**src/rtl/ex_muldiv.sv**
```systemverilog
// Iterative multiply/divide unit with architectural HI/LO registers (MULT/DIV, MFHI/MFLO/MTHI/MTLO).
// Define MULDIV_SIGNED_EN to honour SignedE; otherwise every operation is unsigned.
module ex_muldiv #(
  parameter int WIDTH = 32
) (
  input  logic             clk,
  input  logic             rst,
  input  logic             StartMultE,
  input  logic             StartDivE,
  input  logic             SignedE,
  input  logic             MthiE,
  input  logic             MtloE,
  input  logic             MfhiE,
  input  logic [WIDTH-1:0] SrcAE,
  input  logic [WIDTH-1:0] SrcBE,
  output logic [WIDTH-1:0] HiLoOutE,
  output logic             BusyE
);
  localparam int CW = $clog2(WIDTH);
  localparam logic [CW-1:0] CNT_LAST = CW'(WIDTH - 1);
  localparam logic [CW-1:0] CNT_ONE  = CW'(1);

  typedef enum logic [1:0] {
    IDLE = 2'd0,
    MUL  = 2'd1,
    DIV  = 2'd2
  } state_t;

  state_t               state_q;
  logic [CW-1:0]        count_q;
  logic [WIDTH-1:0]     hi_q;
  logic [WIDTH-1:0]     lo_q;
  logic [WIDTH-1:0]     opb_q;
  logic [2*WIDTH-1:0]   acc_q;
  logic                 neg_q;
  logic                 rneg_q;
  logic                 divz_q;

  logic                 signed_op_s;
  logic                 a_neg_s;
  logic                 b_neg_s;
  logic [WIDTH-1:0]     a_mag_s;
  logic [WIDTH-1:0]     b_mag_s;
  logic [WIDTH:0]       mul_sum_s;
  logic [WIDTH:0]       div_sh_s;
  logic [WIDTH-1:0]     div_sub_s;
  logic                 div_ge_s;
  logic [2*WIDTH-1:0]   step_s;
  logic [2*WIDTH-1:0]   prod_s;
  logic [WIDTH-1:0]     quo_s;
  logic [WIDTH-1:0]     rem_s;
  logic [WIDTH-1:0]     res_hi_s;
  logic [WIDTH-1:0]     res_lo_s;

`ifdef MULDIV_SIGNED_EN
  assign signed_op_s = SignedE;
`else
  logic unused_signed_s;
  assign unused_signed_s = SignedE;
  assign signed_op_s     = 1'b0;
`endif

  // The iteration always runs on magnitudes; signs are folded back in on the last edge.
  assign a_neg_s = signed_op_s & SrcAE[WIDTH-1];
  assign b_neg_s = signed_op_s & SrcBE[WIDTH-1];
  assign a_mag_s = a_neg_s ? ({WIDTH{1'b0}} - SrcAE) : SrcAE;
  assign b_mag_s = b_neg_s ? ({WIDTH{1'b0}} - SrcBE) : SrcBE;

  assign BusyE    = (state_q != IDLE);
  assign HiLoOutE = MfhiE ? hi_q : lo_q;

  // One shift-add or restoring-divide step on the accumulator.
  always_comb begin
    mul_sum_s = {1'b0, acc_q[2*WIDTH-1:WIDTH]} + {1'b0, (acc_q[0] ? opb_q : {WIDTH{1'b0}})};
    div_sh_s  = {acc_q[2*WIDTH-1:WIDTH], acc_q[WIDTH-1]};
    div_ge_s  = (div_sh_s >= {1'b0, opb_q});
    div_sub_s = div_sh_s[WIDTH-1:0] - opb_q;
    case (state_q)
      MUL: step_s = {mul_sum_s, acc_q[WIDTH-1:1]};
      DIV: begin
        if (div_ge_s) begin
          step_s = {div_sub_s, acc_q[WIDTH-2:0], 1'b1};
        end else begin
          step_s = {div_sh_s[WIDTH-1:0], acc_q[WIDTH-2:0], 1'b0};
        end
      end
      default: step_s = acc_q;
    endcase
  end

  // Final HI/LO values with sign fixup and the divide-by-zero quotient rule.
  always_comb begin
    prod_s = neg_q ? ({(2*WIDTH){1'b0}} - step_s) : step_s;
    quo_s  = step_s[WIDTH-1:0];
    rem_s  = step_s[2*WIDTH-1:WIDTH];
    if (state_q == DIV) begin
      res_hi_s = rneg_q ? ({WIDTH{1'b0}} - rem_s) : rem_s;
      if (divz_q) begin
        res_lo_s = {WIDTH{1'b1}};
      end else begin
        res_lo_s = neg_q ? ({WIDTH{1'b0}} - quo_s) : quo_s;
      end
    end else begin
      res_hi_s = prod_s[2*WIDTH-1:WIDTH];
      res_lo_s = prod_s[WIDTH-1:0];
    end
  end

  // Control FSM, operand latching, iteration and HI/LO updates.
  always_ff @(posedge clk) begin
    if (rst) begin
      state_q <= IDLE;
      count_q <= '0;
      hi_q    <= '0;
      lo_q    <= '0;
      opb_q   <= '0;
      acc_q   <= '0;
      neg_q   <= 1'b0;
      rneg_q  <= 1'b0;
      divz_q  <= 1'b0;
    end else begin
      case (state_q)
        IDLE: begin
          count_q <= '0;
          if (StartMultE) begin
            state_q <= MUL;
            acc_q   <= {{WIDTH{1'b0}}, a_mag_s};
            opb_q   <= b_mag_s;
            neg_q   <= a_neg_s ^ b_neg_s;
            rneg_q  <= 1'b0;
            divz_q  <= 1'b0;
          end else if (StartDivE) begin
            state_q <= DIV;
            acc_q   <= {{WIDTH{1'b0}}, a_mag_s};
            opb_q   <= b_mag_s;
            neg_q   <= a_neg_s ^ b_neg_s;
            rneg_q  <= a_neg_s;
            divz_q  <= (SrcBE == {WIDTH{1'b0}});
          end else begin
            if (MthiE) begin
              hi_q <= SrcAE;
            end else begin
              hi_q <= hi_q;
            end
            if (MtloE) begin
              lo_q <= SrcAE;
            end else begin
              lo_q <= lo_q;
            end
          end
        end
        MUL, DIV: begin
          acc_q <= step_s;
          if (count_q == CNT_LAST) begin
            state_q <= IDLE;
            count_q <= '0;
            hi_q    <= res_hi_s;
            lo_q    <= res_lo_s;
          end else begin
            count_q <= count_q + CNT_ONE;
          end
        end
        default: begin
          state_q <= IDLE;
          count_q <= '0;
        end
      endcase
    end
  end
endmodule

```
**config.mk**
```make
export PLATFORM = sky130hd
export DESIGN_NAME = ex_muldiv
export DESIGN_NICKNAME = d
export VERILOG_FILES = /design/src/rtl/ex_muldiv.sv
export SDC_FILE = /design/constraint.sdc
export NUM_CORES = 1
export LEC_CHECK = 0
export ABC_AREA = 0
export BUFFER_PORTS_ARGS = -buffer_cell sky130_fd_sc_hd__buf_2
export CORE_MARGIN = 3
export CORE_UTILIZATION = 55
export DETAILED_ROUTE_END_ITERATION = 16
export PLACE_DENSITY = 0.78
export SLEW_MARGIN = 5
export SYNTH_ARGS = -nofsm -noshare
export SYNTH_HDL_FRONTEND = slang
export SYNTH_SLANG_ARGS = --single-unit
```
**constraint.sdc**
```tcl
create_clock -name clk -period 3.07 [get_ports clk]
set_input_delay 0.307 -clock clk [delete_from_list [all_inputs] [get_ports clk]]
set_output_delay 0.307 -clock clk [all_outputs]
set_load 0.01 [all_outputs]
```
==> Word-level counts from Yosys, hierarchy flattened <==
Cells that the tools add are included.
W data, S select, Z words.
{ "word_totals": {"reg_bits": 169} }
{ "op_classes": {"eq_ne": 9, "n_addsub": 6, "bitwise_logic": 1, "muxes": 33, "n_reduce_logical": 12, "n_lt_le_gt_ge": 1} }
{ "op_table": {"columns": ["cell", "n"], "rows": [
  ["$mux W32", 17],
  ["$mux W64", 4],
  ["$pmux W64 S2", 2],
  ["$pmux W32 S2", 2],
  ["$sub A1 B32 Y32 const A", 2],
  ["$sub A1 B64 Y64 const A", 1],
  ["$add A32 B32 Y33", 1],
  ["$ge A33 B32 Y1", 1],
  ["$logic_not A32 Y1", 1],
  ["$sub A32 B32 Y32", 1],
  ["$ne A2 B2 Y1 const B", 5],
  ["$reduce_and A5 Y1", 2],
  ["$mux W2", 3],
  ["$reduce_and A2 Y1", 3],
  ["$reduce_bool A2 Y1", 3],
  ["$add A5 B1 Y5 const B", 1],
  ["$eq A5 B5 Y1 const B", 1],
  ["$mux W1", 4],
  ["$pmux W2 S2", 1],
  ["$ne A3 B3 Y1 const B", 1],
  ["$reduce_or A3 Y1", 1],
  ["$eq A2 B1 Y1 const B", 1],
  ["$eq A2 B2 Y1 const B", 1],
  ["$logic_not A2 Y1", 1],
  ["other kinds (2)", 2]
]} }

==> Logic depth before layout (Yosys ltp) <==
{ "logic_depth": {"depth_word": 9, "ltp_mapped": 14, "ltp_nobuf": 14} }

==> Worst setup path before layout <==
No wires, ideal clock.
{ "synth_timing": {"path_kind": "reg2reg", "startpoint": "register acc_q[31]", "endpoint": "register acc_q[60]", "arrival_time_ns": 3.287, "path_buffers": 0, "setup_time_ns": 0.086, "synth_period_minus_slack_ns": 3.373, "stages_incl_launch_ff": 15, "path_slack_ns": -0.303, "cell_sequence": "dfxtp_1 > inv_1 > ha_1 > inv_1 > fa_1 > a21o_1 > a221oi_2 > a21oi_1 > a311o_1 > a2111o_1 > a41oi_2 > xnor2_1 > nor2_1 > o32a_1 > a211oi_1"} }
{ "synth_between": {"elab_chain_cells": 4} }
{ "synth_rtl": {"columns": ["element", "line", "rtl"], "rows": [
  ["start, declared", "34", "logic [2*WIDTH-1:0] acc_q;"],
  ["start signal, assigned", "127", "acc_q <= {{WIDTH{1'b0}}, a_mag_s};"],
  ["start signal, assigned", "134", "acc_q <= {{WIDTH{1'b0}}, a_mag_s};"],
  ["start signal, assigned", "153", "acc_q <= step_s;"],
  ["$sub A32 B32 Y32 or $ge A33 B32 Y1 (tied branches)", "77, 76", null],
  ["$mux W64 (*)", "81", "if (div_ge_s) begin"],
  ["$pmux W64 S2 (*)", "78", "case (state_q)"],
  ["$pmux W64 S2 (*)", "122", "case (state_q)"]
]} }
Every way passes the cells marked *; elsewhere a longest branch is shown, timed or not.
A chain may end at the register's enable or synchronous reset.

==> Worst setup path in the final report <==
{ "layout_timing": {"startpoint": "register acc_q[31]", "endpoint": "register acc_q[56]"} }
Same word-level chain as after synthesis.

==> metrics.md <==
| Metric | Value |
|---|---|
| Tcrit/Tclk final | `109%` |
| Finished Cell Area | `15200 µm²` |
| Setup_tns | `-3.99 ns` |
| P_leak | `6.58 nW` |
| Run status | `finished, violations left` |
| Post-DP HPWL | `28800 µm` |
| Nets | `1882` |
| # fillers | `around 1.5k` |
| Post-Syn Instances | `roughly 1.5k` |
| Pre-antenna DRT Iters | `5` |
| Worst Max-Slew Pin Slew | `0.905 ns` |
| Placed cell areas | `13500 µm²` |
| Die height | `150 µm` |
| Clk buf depth | `2` |
| Worst-Skew Late Latency | `0.44 ns` |
| IO Pins | `105` |
| Drt drc | `0` |
| WP data required | `3.39 ns` |
| Crit Path Category | `register to register` |
| Hold_buf cts | `0` |
| Reg-to-Reg Start | `acc_q[31]` |
| CTS tree | `done` |
| Synth async-reset ratio | `0%` |
| Worst hold slack | `0.110 ns` |
| Total Routing Usage GR | `34.2%` |
| First-pass GRT wire length | `a little over 60000 µm` |
| Top post-synthesis cells by area | `dfxtp_1, ha_1, a21oi_1, nor2_1, nand2_1` |
| WL/cell | `20.1 µm` |
| Core Area | `around 20000 µm²` |
| Worst Clk Skew | `0.0122 ns` |
| Area grow syn2layout | `33.7%` |
| Die width | `around 150 µm` |
| Hold wc startpoint | `SrcBE[8]` |
| Count leader, synth | `nor2_1` |
| Failing checks | `setup timing` |
| Buffers on Ports | `103` |
| EDFF count, synth | `0` |
| CTS sink cnt | `168` |
| Yosys warnings | `0` |
| Peak VDD IR | `roughly 800 µV` |
| GP Congestion | `0.974` |
| Via Count | `around 12k` |
| CP endpoint kind | `register` |
| Highest achievable clock rate | `298 MHz` |
| Critical path fanouts, max | `3` |
| Tmin final | `between 3 and 4 ns` |
| Cell area after synthesis | `11300 µm²` |
| Die ar. | `22400 µm²` |
| Total CTS buffers | `17` |
| RSZ-0062 raised after global routing | `yes` |
| Slew HR | `39.1%` |
| Slew Viols, Final | `0` |
| Syn nets | `1621` |
| Setup ws final | `-0.282 ns` |
| Row Count | `51` |
| Area of the multi-input gates | `8220 µm²` |
| Setup-failing EPs final | `38` |
| Final Hold Viols | `0` |
| End-of-flow core utilization | `76.3%` |
| Max Cap Viol | `0` |
| Global route overflow | `0` |
| Post-synthesis sequential area ratio | `29.7%` |
| Register area | `3380 µm²` |
| Worst Hold Class | `primary input to register` |
| Yosys cell types | `70` |
| Drt initial violations | `between 800 and 900` |
| Predominant post-synthesis flop cell | `dfxtp_1` |
| Initial Utilization | `57.1%` |
| Final antenna-violating net count | `0` |
| Startpoint Class | `register` |
| Pin count of the biggest net entering global routing | `a little under 80` |
| Vias in the first global route | `11.8k` |
| Power per cell area | `just under 800 nW/µm²` |
| Antenna violations before repair | `0` |
| Post-synth top area share | `29.7%` |
| #FFs+latches synth | `~170` |
| Ant diodes | `0` |
| Dominant cell type by area after synthesis | `dfxtp_1` |
| Most frequent cells after synthesis | `nor2_1, dfxtp_1, nand2_1, a21oi_1, clkbuf_1` |
| H-tree levels | `4` |
| Clock Tree Root | `clkbuf_16` |
| DP Worst Slack | `-0.429 ns` |
| Mean Syn Cell Area | `7.66 µm²` |
| Clk slew on worst S/H paths | `approximately 0.080 ns` |
| CP startpoint | `acc_q[31]` |
| Share of post-route cells with drive strength above 1 | `32.0%` |
| Drt total wl | `just over 40000 µm` |
| DR vias/cell | `6.19` |
| WP data arrival | `3.67 ns` |
==> critical path, cell delays in order, from the launching register on <==
cell and delay (ns):
dfxtp_2 0.33, inv_2 0.07, ha_4 0.13, inv_2 0.03, fa_2 0.33, a21o_1 0.24, a221oi_4 0.28, a21oi_2 0.10
a311o_1 0.33, a2111o_1 0.45, buf_4 0.16, a31oi_2 0.18, xor2_1 0.22, nand2_1 0.12, a32oi_1 0.21, o21ai_1 0.07
==> per-stage QoR <==
step / power (mW) / instances
after floorplan: 6.59 / 1478
after CTS: 11.4 / 1996
final: 12.0 / 2016
after global placement: 8.63 / 1949
after global routing: 12.7 / 2016
after detailed placement: 8.74 / 1949
==> cell usage in the layout (no fill, tap or decap), drive strengths merged, types with 11 or more instances in the layout <==
master,instances
nand3,21
o21ai,65
and2,35
a22oi,35
dfxtp,168
a311oi,24
buf,336
nand2b,11
nand2,167
mux2,43
a21oi,146
inv,54
ha,69
nor2,187
clkbuf,20
nor3,20
a211oi,59
o21a,27
a21o,35
a31oi,11
xnor2,29
and3,13
xor2,23
nor4,12
nor2b,11
==> repair_timing <==
action	in CTS	in global routing
pin swaps	45	51
resized for setup	67	99
setup endpoints to repair	40	63
buffers inserted	16	17
cloned	1	3
==> kinds of logic (layout without fill, tap and decap cells) <==
family | count (synthesis) | in the layout | synth area share (%)
DFF | 168 | 168 | 29.7
xor gates and xnor gates | 52 | 52 | 4.02
buffers and inverters | 146 | 418 | 4.86
adders and majority gates | 71 | 71 | 7.97
muxes | 50 | 50 | 4.89
AOI/OAI and AO/OA | 474 | 474 | 28.0
and+or+nand+nor | 517 | 518 | 20.6
==> per-layer routing <==
metal / global-route usage [%] / vias to the layer above / part of all wire, %
met1: 41.5 / 5910 / 39
met3: 4.18 / 157 / 6.3
met4: 19.2 / 0 / 6.7
met2: 58.6 / 558 / 48
li1: - / 5861 / -
met5: 0 / - / 0
==> report_power, final <==
part / leakage (nW) / total (mW) / internal (mW) / switching, mW
logic: 4.93 / 6.71 / 2.92 / 3.78
clock network: 0.272 / 2.21 / 1.16 / 1.05
registers: 1.38 / 3.13 / 2.74 / 0.391
==> final cells by class <==
cell class,count,share of cell area (%)
tap,265,2.19
inverter,48,1.19
clock inverter,14,1.06
sequential,168,22.3
clock buffer,17,2.81
multi-input combinational,1165,54.2
timing repair buffer,339,16.2
==> path summary, 6_finish.rpt <==
path | to | depth (start not counted) | slack, ns
setup / recovery | acc_q[56] | 15 | -0.28
hold / removal | opb_q[8] | 3 | 0.11
setup reg to reg | acc_q[56] | 15 | -0.28
hold reg to reg | count_q[0] | 1 | 0.47
==> flip-flops by register name, indices dropped and copies added (netlist names) <==
signal	flops
hi_q	32
divz_q	1
opb_q	32
count_q	5
state_q	2
acc_q	64
lo_q	32
Note: power is estimated with default switching activity, not from simulation.
